<file path="config.mk">
export PLATFORM = sky130hd
export DESIGN_NAME = s_mem_arbiter
export DESIGN_NICKNAME = d
export VERILOG_FILES = /design/src/rtl/rc4_pkg.sv /design/src/rtl/s_mem_arbiter_rr_pick.sv /design/src/rtl/s_mem_arbiter.sv
export SDC_FILE = /design/constraint.sdc
export NUM_CORES = 1
export LEC_CHECK = 0
export CORE_UTILIZATION = 37
export CTS_CLUSTER_DIAMETER = 30
export DETAILED_ROUTE_END_ITERATION = 7
export MAX_ROUTING_LAYER = met4
export PLACE_DENSITY = 0.81
export SETUP_SLACK_MARGIN = 0.3
export SYNTH_ARGS = -nofsm -noshare
export SYNTH_HDL_FRONTEND = slang
export SYNTH_SLANG_ARGS = --single-unit
</file>
<file path="constraint.sdc">
create_clock -name clk -period 1.85 [get_ports clk]
set_input_delay 0.555 -clock clk [delete_from_list [all_inputs] [get_ports clk]]
set_output_delay 0.555 -clock clk [all_outputs]
set_load 0.02 [all_outputs]
</file>
<file path="src/rtl/rc4_pkg.sv">
// Shared types and constants for the RC4 pipeline S-memory slice.
package rc4_pkg;

  // Depth of the S-box working memory (one entry per byte value).
  localparam int S_MEM_DEPTH = 256;

  // Arbiter ownership state.
  typedef enum logic [0:0] {
    ARB_IDLE  = 1'b0,
    ARB_OWNED = 1'b1
  } arb_state_t;

  // (base + step) mod n, assuming base < n and step < n.
  function automatic int unsigned rr_wrap(input int unsigned base,
                                          input int unsigned step,
                                          input int unsigned n);
    int unsigned sum;
    sum = base + step;
    if (sum >= n) begin
      sum = sum - n;
    end else begin
      sum = sum;
    end
    return sum;
  endfunction

endpackage

</file>
<file path="src/rtl/s_mem_arbiter_rr_pick.sv">
// Combinational round-robin picker: first set request at or after the
// pointer, wrapping from N_REQ-1 back to 0.
module rr_pick
  import rc4_pkg::*;
#(
  parameter int N_REQ = 3,
  parameter int IDX_W = 2
) (
  input  logic [N_REQ-1:0] req,
  input  logic [IDX_W-1:0] pointer,
  output logic             valid,
  output logic [IDX_W-1:0] index
);

  logic [IDX_W-1:0] cand_s;
  logic             hit_s;

  // Scan requesters starting at the pointer; the first hit wins.
  always_comb begin
    valid  = 1'b0;
    index  = {IDX_W{1'b0}};
    cand_s = {IDX_W{1'b0}};
    hit_s  = 1'b0;
    for (int k = 0; k < N_REQ; k++) begin
      cand_s = IDX_W'(rr_wrap(int'(pointer), k, N_REQ));
      hit_s  = req[cand_s] & ~valid;
      index  = hit_s ? cand_s : index;
      valid  = valid | hit_s;
    end
  end

endmodule

</file>
<file path="src/rtl/s_mem_arbiter.sv">
// Single-port S-box memory arbiter: round-robin grant with ownership lock,
// release on the owner's done pulse or on the hold-time watchdog.
module s_mem_arbiter
  import rc4_pkg::*;
#(
  parameter int N_REQ      = 3,
  parameter int ADDR_WIDTH = 8,
  parameter int DATA_WIDTH = 8,
  parameter int MAX_HOLD   = 1024
) (
  input  logic                          clk,
  input  logic                          reset,
  input  logic [N_REQ-1:0]              req,
  input  logic [N_REQ-1:0]              done,
  input  logic [N_REQ*ADDR_WIDTH-1:0]   req_addr,
  input  logic [N_REQ*DATA_WIDTH-1:0]   req_wrdata,
  input  logic [N_REQ-1:0]              req_wren,
  output logic [N_REQ-1:0]              gnt,
  output logic [ADDR_WIDTH-1:0]         mem_addr,
  output logic [DATA_WIDTH-1:0]         mem_wrdata,
  output logic                          mem_wren,
  output logic                          busy,
  output logic                          timeout_err,
  output logic [$clog2(N_REQ)-1:0]      timeout_id
);

  localparam int IDW   = $clog2(N_REQ);
  localparam bit WD_EN = (MAX_HOLD > 0);
  // A zero MAX_HOLD would give a zero-width counter; keep one bit instead.
  localparam int CW    = WD_EN ? $clog2(MAX_HOLD + 1) : 1;
  localparam logic [CW-1:0]    HOLD_LAST = WD_EN ? CW'(MAX_HOLD - 1) : CW'(0);
  localparam logic [N_REQ-1:0] GNT_ONE   = {{(N_REQ-1){1'b0}}, 1'b1};

  arb_state_t       state_r;
  logic [IDW-1:0]   owner_r;
  logic [IDW-1:0]   ptr_r;
  logic [CW-1:0]    hold_r;
  logic [N_REQ-1:0] gnt_r;
  logic             busy_r;
  logic             timeout_err_r;
  logic [IDW-1:0]   timeout_id_r;

  logic             pick_valid_s;
  logic [IDW-1:0]   pick_idx_s;
  logic             owner_done_s;
  logic             wd_fire_s;
  logic [IDW-1:0]   next_ptr_s;

  rr_pick #(
    .N_REQ (N_REQ),
    .IDX_W (IDW)
  ) u_rr_pick (
    .req     (req),
    .pointer (ptr_r),
    .valid   (pick_valid_s),
    .index   (pick_idx_s)
  );

  // Only the owner's done bit is honoured; non-owner pulses are ignored.
  assign owner_done_s = done[owner_r];
  // Watchdog fires on the last permitted owned cycle; done takes priority.
  assign wd_fire_s    = WD_EN && (hold_r == HOLD_LAST);
  // Pointer moves just past the releasing owner for fairness.
  assign next_ptr_s   = IDW'(rr_wrap(int'(owner_r), 1, N_REQ));

  // Ownership FSM, round-robin pointer, hold counter and watchdog flags.
  always_ff @(posedge clk) begin
    if (reset) begin
      state_r       <= ARB_IDLE;
      owner_r       <= {IDW{1'b0}};
      ptr_r         <= {IDW{1'b0}};
      hold_r        <= {CW{1'b0}};
      gnt_r         <= {N_REQ{1'b0}};
      busy_r        <= 1'b0;
      timeout_err_r <= 1'b0;
      timeout_id_r  <= {IDW{1'b0}};
    end else begin
      case (state_r)
        ARB_IDLE: begin
          if (pick_valid_s) begin
            state_r <= ARB_OWNED;
            owner_r <= pick_idx_s;
            gnt_r   <= GNT_ONE << pick_idx_s;
            busy_r  <= 1'b1;
            hold_r  <= {CW{1'b0}};
          end else begin
            state_r <= ARB_IDLE;
          end
        end
        ARB_OWNED: begin
          if (owner_done_s) begin
            state_r <= ARB_IDLE;
            gnt_r   <= {N_REQ{1'b0}};
            busy_r  <= 1'b0;
            ptr_r   <= next_ptr_s;
          end else if (wd_fire_s) begin
            state_r       <= ARB_IDLE;
            gnt_r         <= {N_REQ{1'b0}};
            busy_r        <= 1'b0;
            ptr_r         <= next_ptr_s;
            timeout_err_r <= 1'b1;
            timeout_id_r  <= owner_r;
          end else begin
            hold_r <= hold_r + CW'(1);
          end
        end
        default: begin
          state_r <= ARB_IDLE;
          gnt_r   <= {N_REQ{1'b0}};
          busy_r  <= 1'b0;
        end
      endcase
    end
  end

  // Route the owner's request slices to the memory; drive zeros when idle
  // so the memory never sees a stray write.
  always_comb begin
    mem_addr   = {ADDR_WIDTH{1'b0}};
    mem_wrdata = {DATA_WIDTH{1'b0}};
    mem_wren   = 1'b0;
    case (state_r)
      ARB_OWNED: begin
        mem_addr   = req_addr[int'(owner_r)*ADDR_WIDTH +: ADDR_WIDTH];
        mem_wrdata = req_wrdata[int'(owner_r)*DATA_WIDTH +: DATA_WIDTH];
        mem_wren   = req_wren[owner_r];
      end
      ARB_IDLE: begin
        mem_addr   = {ADDR_WIDTH{1'b0}};
        mem_wrdata = {DATA_WIDTH{1'b0}};
        mem_wren   = 1'b0;
      end
      default: begin
        mem_addr   = {ADDR_WIDTH{1'b0}};
        mem_wrdata = {DATA_WIDTH{1'b0}};
        mem_wren   = 1'b0;
      end
    endcase
  end

  assign gnt         = gnt_r;
  assign busy        = busy_r;
  assign timeout_err = timeout_err_r;
  assign timeout_id  = timeout_id_r;

endmodule

</file>
# Yosys cells after proc, flatten, opt, wreduce, memory -nomap -nowiden
# Index checks and enable logic that the tools add are counted.
op_classes:
  order_cmp: 8
  n_mux: 38
  reduce_logical: 6
  n_eq_ne: 5
  bitwise_logic: 8
  shift: 3
  n_addsub: 8
op_table:
  columns: ["operator", "n"]
  rows:
  - ["$shiftx 24x6->8", 2]
  - ["$mux 11", 3]
  - ["$pmux 8 s2", 2]
  - ["$pmux 11 s2", 1]
  - ["$mux 2", 9]
  - ["$lt 2x3->1 const B", 4]
  - ["$add 11x1->11 const B", 1]
  - ["$eq 11x10->1 const B", 1]
  - ["$mux 1", 11]
  - ["$bmux 1 s2", 5]
  - ["$ge 3x2->1 const B", 3]
  - ["$mux 3", 3]
  - ["$sub 2x2->2 const B", 4]
  - ["$add 2x1->3 const B", 2]
  - ["$ne 2x2->1 const B", 3]
  - ["$pmux 1 s2", 3]
  - ["$pmux 3 s2", 1]
  - ["$reduce_and 2->1", 3]
  - ["$reduce_and 3->1", 2]
  - ["$not 1->1", 4]
  - ["$add 2x2->3 const B", 1]
  - ["$ne 3x1->1 const B", 1]
  - ["$shl 1x2->3 const A", 1]
  - ["$and 1x1->1", 2]
  - ["3 further kinds", 4]
word_totals:
  output_inout_bits: 24
  input_bits: 59
  elab_cells: 84
  register_bits: 23

# Longest topological paths before layout
logic_depth:
  ltp_word: 13
  ltp_mapped: 10
  mapped_depth_nobuf: 7

# By module
# A second synthesis with hierarchy kept.
unflattened:
  cells_unflattened: 232
  area_unflattened_um2: 1806.7
by_module_without_submodules:
  columns: ["mod", "instances", "area_each_um2", "seq_area_each_um2", "cells_each"]
  rows:
  - ["s_mem_arbiter", 1, 1674.1, 460.4, 213]
  - ["rr_pick", 1, 132.6, 0.0, 19]

# Worst setup path before layout
# OpenSTA, ideal clock, no wires.
synth_path:
  path_type: "reg2out"
  startpoint: "register owner_r[1]"
  endpoint: "output port mem_addr[0]"
  path_buffers: 3
  t_arrival_ns: 1.386
  path_stages_with_launch: 8
  required_ns: 1.295
  path_slack_ns: -0.091
  cell_sequence: "dfxtp_1 -> clkbuf_1 -> nor2b_1 -> clkbuf_1 -> clkbuf_1 -> nand2_1 -> o21ai_0 -> and2_1"
synth_via:
  elab_chain_cells: 2
synth_lines:
  columns: ["element", "line", "text"]
  rows:
  - ["start: declaration", "s_mem_arbiter.sv:35", "logic [IDW-1:0] owner_r;"]
  - ["start signal: assignment", "s_mem_arbiter.sv:70", "owner_r <= {IDW{1'b0}};"]
  - ["start signal: assignment", "s_mem_arbiter.sv:82", "owner_r <= pick_idx_s;"]
  - ["$shiftx 24x6->8", "s_mem_arbiter.sv:124", "mem_addr = req_addr[int'(owner_r)*ADDR_WIDTH +: ADDR_WIDTH];"]
  - ["$pmux 8 s2", "s_mem_arbiter.sv:122", "case (state_r)"]
  - ["end: declaration", "s_mem_arbiter.sv:19", "output logic [ADDR_WIDTH-1:0] mem_addr,"]
# Every way passes these cells.

# Final worst setup path
layout_path:
  startpoint: "register owner_r[1]"
  endpoint: "output port mem_wrdata[6]"
layout_via:
  elab_chain_cells: 2
layout_lines:
  columns: ["element", "line", "text"]
  rows:
  - ["$shiftx 24x6->8", "s_mem_arbiter.sv:125", "mem_wrdata = req_wrdata[int'(owner_r)*DATA_WIDTH +: DATA_WIDTH];"]
  - ["$pmux 8 s2", "s_mem_arbiter.sv:122", null]
  - ["end: declaration", "s_mem_arbiter.sv:20", "output logic [DATA_WIDTH-1:0] mem_wrdata,"]
# Every way passes these cells.

==> reports/qor.yml <==
run_status:
  outcome: "finished, violations left"
  violations: "negative setup slack"
power_and_ir_drop:
  p_sw_mw: 0.656
  sw_frac_of_total_pct: 35.4
  p_per_area_nw_per_um2: 565
  p_seq_share_pct: 29.2
  internal-power_mw: 1.19
  static-leakage-power_nw: 1.28
  clockPowerShare_pct: 18.1
  pwr-share-comb_pct: 52.7
  peakVddDrop_mv: 0.509
  p_total_mw: 1.85
critical_path:
  r2r-start: "owner_r[1]"
  start_kind: "flop"
  path_cells: "buf_12, mux2i_1, o21ai_1, and2_4, buf_6"
  cp.buffers_inverters: 2
  worst-path-max-fanout: 9
  slowest_delay_ns: 0.40
  slowest_stage: "dfxtp_4"
  cp_data_arrival_time_ns: 1.40
  crit_path_end_kind: "output port"
  crit_path_start: "owner_r[1]"
  r2r_cells: 8
  r2r_end: "timeout_id[0]"
  worstPathRequired_ns: 1.29
  path_class: "flop to output port"
  critPathTopFamily: "flip-flops"
  ff2ff_setup_slack_ns: -0.05
synth:
  synthAdderAreaFrac_pct: 3.74
  synth_cell_types: 38
  ys_async_sr_fraction_pct: 0
  synth_mux_area_share_pct: 15.0
  synth_top_family_by_area: "simple AND/OR/NAND/NOR gates"
  syn_area_um2: 1670
  ys_seq_area_share_pct: 27.5
  yosys.area_share.simple_pct: 29.3
  synth_compound_area_share_pct: 14.9
  synth-xor-area-share_pct: 4.19
  synth_top_flop_cell: "dfxtp_1"
  synth_seq_cells: 23
  synth_edf_count: 0
  netlist_instances: 219
  syn_avg_cell_area_um2: 7.63
  yosysWarningCount: 0
  syn_nets: 283
cells_and_area:
  ff_latch_area_um2: 485
  fillers: 308
  diodes: 0
  layout_commonest_cell: "dlygate4sd2_1"
  final_util_pct: 75.2
  final_nets: 398
  drive_gt1_share_pct: 39.0
  syn2layout_area_growth_pct: 95.9
  final_cell_mix: "59 x dlygate4sd2_1, 29 x buf_4, 29 x buf_6"
  multi_input_area_um2: 1470
global_routing:
  grtUsageTotal_pct: 26.7
  grt_max_degree: 24
  antenna_found_initial: 0
  grt_pass1_wl_um: 10100
  grt_pass1_vias: 2105
  globalRouteOverflowTotal: 0
route:
  routed_wl_um: 6680
  wire_per_inst_um: 17.4
  via_count: 2122
  first_pass_iters: 4
  antenna_left: 0
  drt_iter0_markers: 114
  drcViolationCount: 0
  via_per_inst: 5.51
clock_tree:
  cts_root_buf: "clkbuf_8"
  cts_hold_buf: 0
  cts_sinks: 23
  cts_made_buffers: 3
  clk_path_buf_depth: 2
  cts_tree: "built"
  insertion_delay_ns: 0.28
  clk_pin_slew_ns: 0.09
  htree_num_levels: 1
sta:
  fin_crit_sh_pct: 106
  final.setup.tns_ns: -1.30
  skew_ns: 0.00395
  finalSetupViolCount: 20
  slew_violations: 0
  worst_pin_slew_ns: 0.549
  min_period_ns: 1.96
  hold_viol_final: 0
  rsz0062_at_grt: "yes"
  worst_slack_ns: -0.110
  slew_headroom_pct: 63.3
  fmax_ghz: 0.510
die:
  rows: 24
  core_area_um2: 4350
  die_y_um: 69.2
  initial_core_util_pct: 38.4
  die-area_um2: 4790
  die_w_um: 69.2
  io_pins: 83
min_path:
  hold-path-cell-count: 2
  hold_end: "gnt[2]"
  hp-class: "flop to flop"
  worstHoldStart: "gnt[2]"
job:
  cap_violations: 0
placement:
  dp_hpwl_um: 3790
  gp_congestion: 0.876
  io_buffers: 82
  pre_cts_slack_ns: -0.678
-- worst register-to-register path, stage by stage, from the launching register on --
cell and delay [ns]:
dfxtp_4 0.38, buf_12 0.15, buf_6 0.13, mux2i_4 0.17, o211ai_1 0.27, buf_6 0.18
and2b_2 0.25, mux2i_1 0.20, nor2_1 0.06
-- metrics by stage --
step | std cells | hold slack, ns | instance area [um2]
finish | 385 | 0.483 | 3270
global route | 385 | 0.492 | 3270
CTS | 378 | 0.474 | 3120
detailed placement | 361 | 0.466 | 2750
global placement | 361 | 0.451 | 2750
floorplan | 219 | 0.477 | 1790
-- kinds of logic (layout without fill, tap and decap cells) --
kind of cell / after synthesis / count (layout)
xor+xnor: 8 / 8
fa+ha+maj: 5 / 5
flops: 23 / 23
mux: 25 / 25
simple gates: 93 / 93
buf+inv: 22 / 136
compound gates: 43 / 43
-- cell usage after synthesis (all sizes together), types with 3 or more instances --
| master | n | area share [%] |
|---|---|---|
| o21ai | 21 | 6.3 |
| nand4 | 3 | 1.1 |
| xnor2 | 8 | 4.2 |
| a21oi | 10 | 3.0 |
| inv | 6 | 1.3 |
| buf | 7 | 2.0 |
| ha | 5 | 3.7 |
| nand2 | 23 | 5.2 |
| nor3 | 4 | 1.2 |
| and2 | 17 | 6.4 |
| mux2i | 25 | 15 |
| dfxtp | 23 | 28 |
| nor2 | 19 | 4.3 |
| clkbuf | 9 | 2.0 |
| nand3 | 8 | 2.4 |
| nor4 | 4 | 2.4 |
| o211ai | 3 | 1.3 |
-- sequential cells by signal (all words and copies together) (netlist names) --
register     cells
busy             1
gnt              3
hold_r          11
owner_r          2
ptr_r            2
state_r          1
timeout_err      1
timeout_id       2
-- layer usage --
layer | up-vias | share of wire [%] | global-route usage [%]
li1 | 992 | - | -
met1 | 1000 | 41 | 31.3
met2 | 109 | 49 | 46.1
met3 | 21 | 7.2 | 3.78
met4 | 0 | 3.1 | 10.4
met5 | - | 0 | -
-- worst max path at each step --
| stage | end | slack [ns] | cells past startpoint |
|---|---|---|---|
| 3_5_place_dp | mem_wrdata[6] | -0.68 | 5 |
| 3_3_place_gp | mem_wrdata[3] | -0.66 | 5 |
| 2_1_floorplan | gnt[1] | 0.14 | 9 |
| 6_report | mem_wrdata[6] | -0.11 | 5 |
| 4_1_cts | mem_wrdata[7] | -0.09 | 5 |
| 5_1_grt | mem_wrdata[6] | -0.18 | 5 |
-- power by group through the flow --
stage / clock network (mW) / registers (mW) / logic [mW]
3_3_place_gp: 0 / 0.551 / 0.755
3_5_place_dp: 0 / 0.553 / 0.769
6_report: 0.335 / 0.540 / 0.975
4_1_cts: 0.323 / 0.539 / 0.882
5_1_grt: 0.350 / 0.543 / 1.04
2_1_floorplan: 0 / 0.562 / 0.421
-- repair_timing --
action                                  in CTS  in global routing
gates cloned                                 1                  1
resized for setup                          234                 26
setup buffers                               12                  6
endpoints found under the setup margin      47                 44
pin swaps                                   53                 11
-- cell type report --
class / instances / area share (%)
inverter: 6 / 0.764
multi-input combinational: 174 / 45.0
timing repair buffer: 126 / 36.1
tap: 52 / 1.99
sequential: 23 / 14.8
clock buffer: 4 / 1.38
Power figures use the tool's default switching activity.
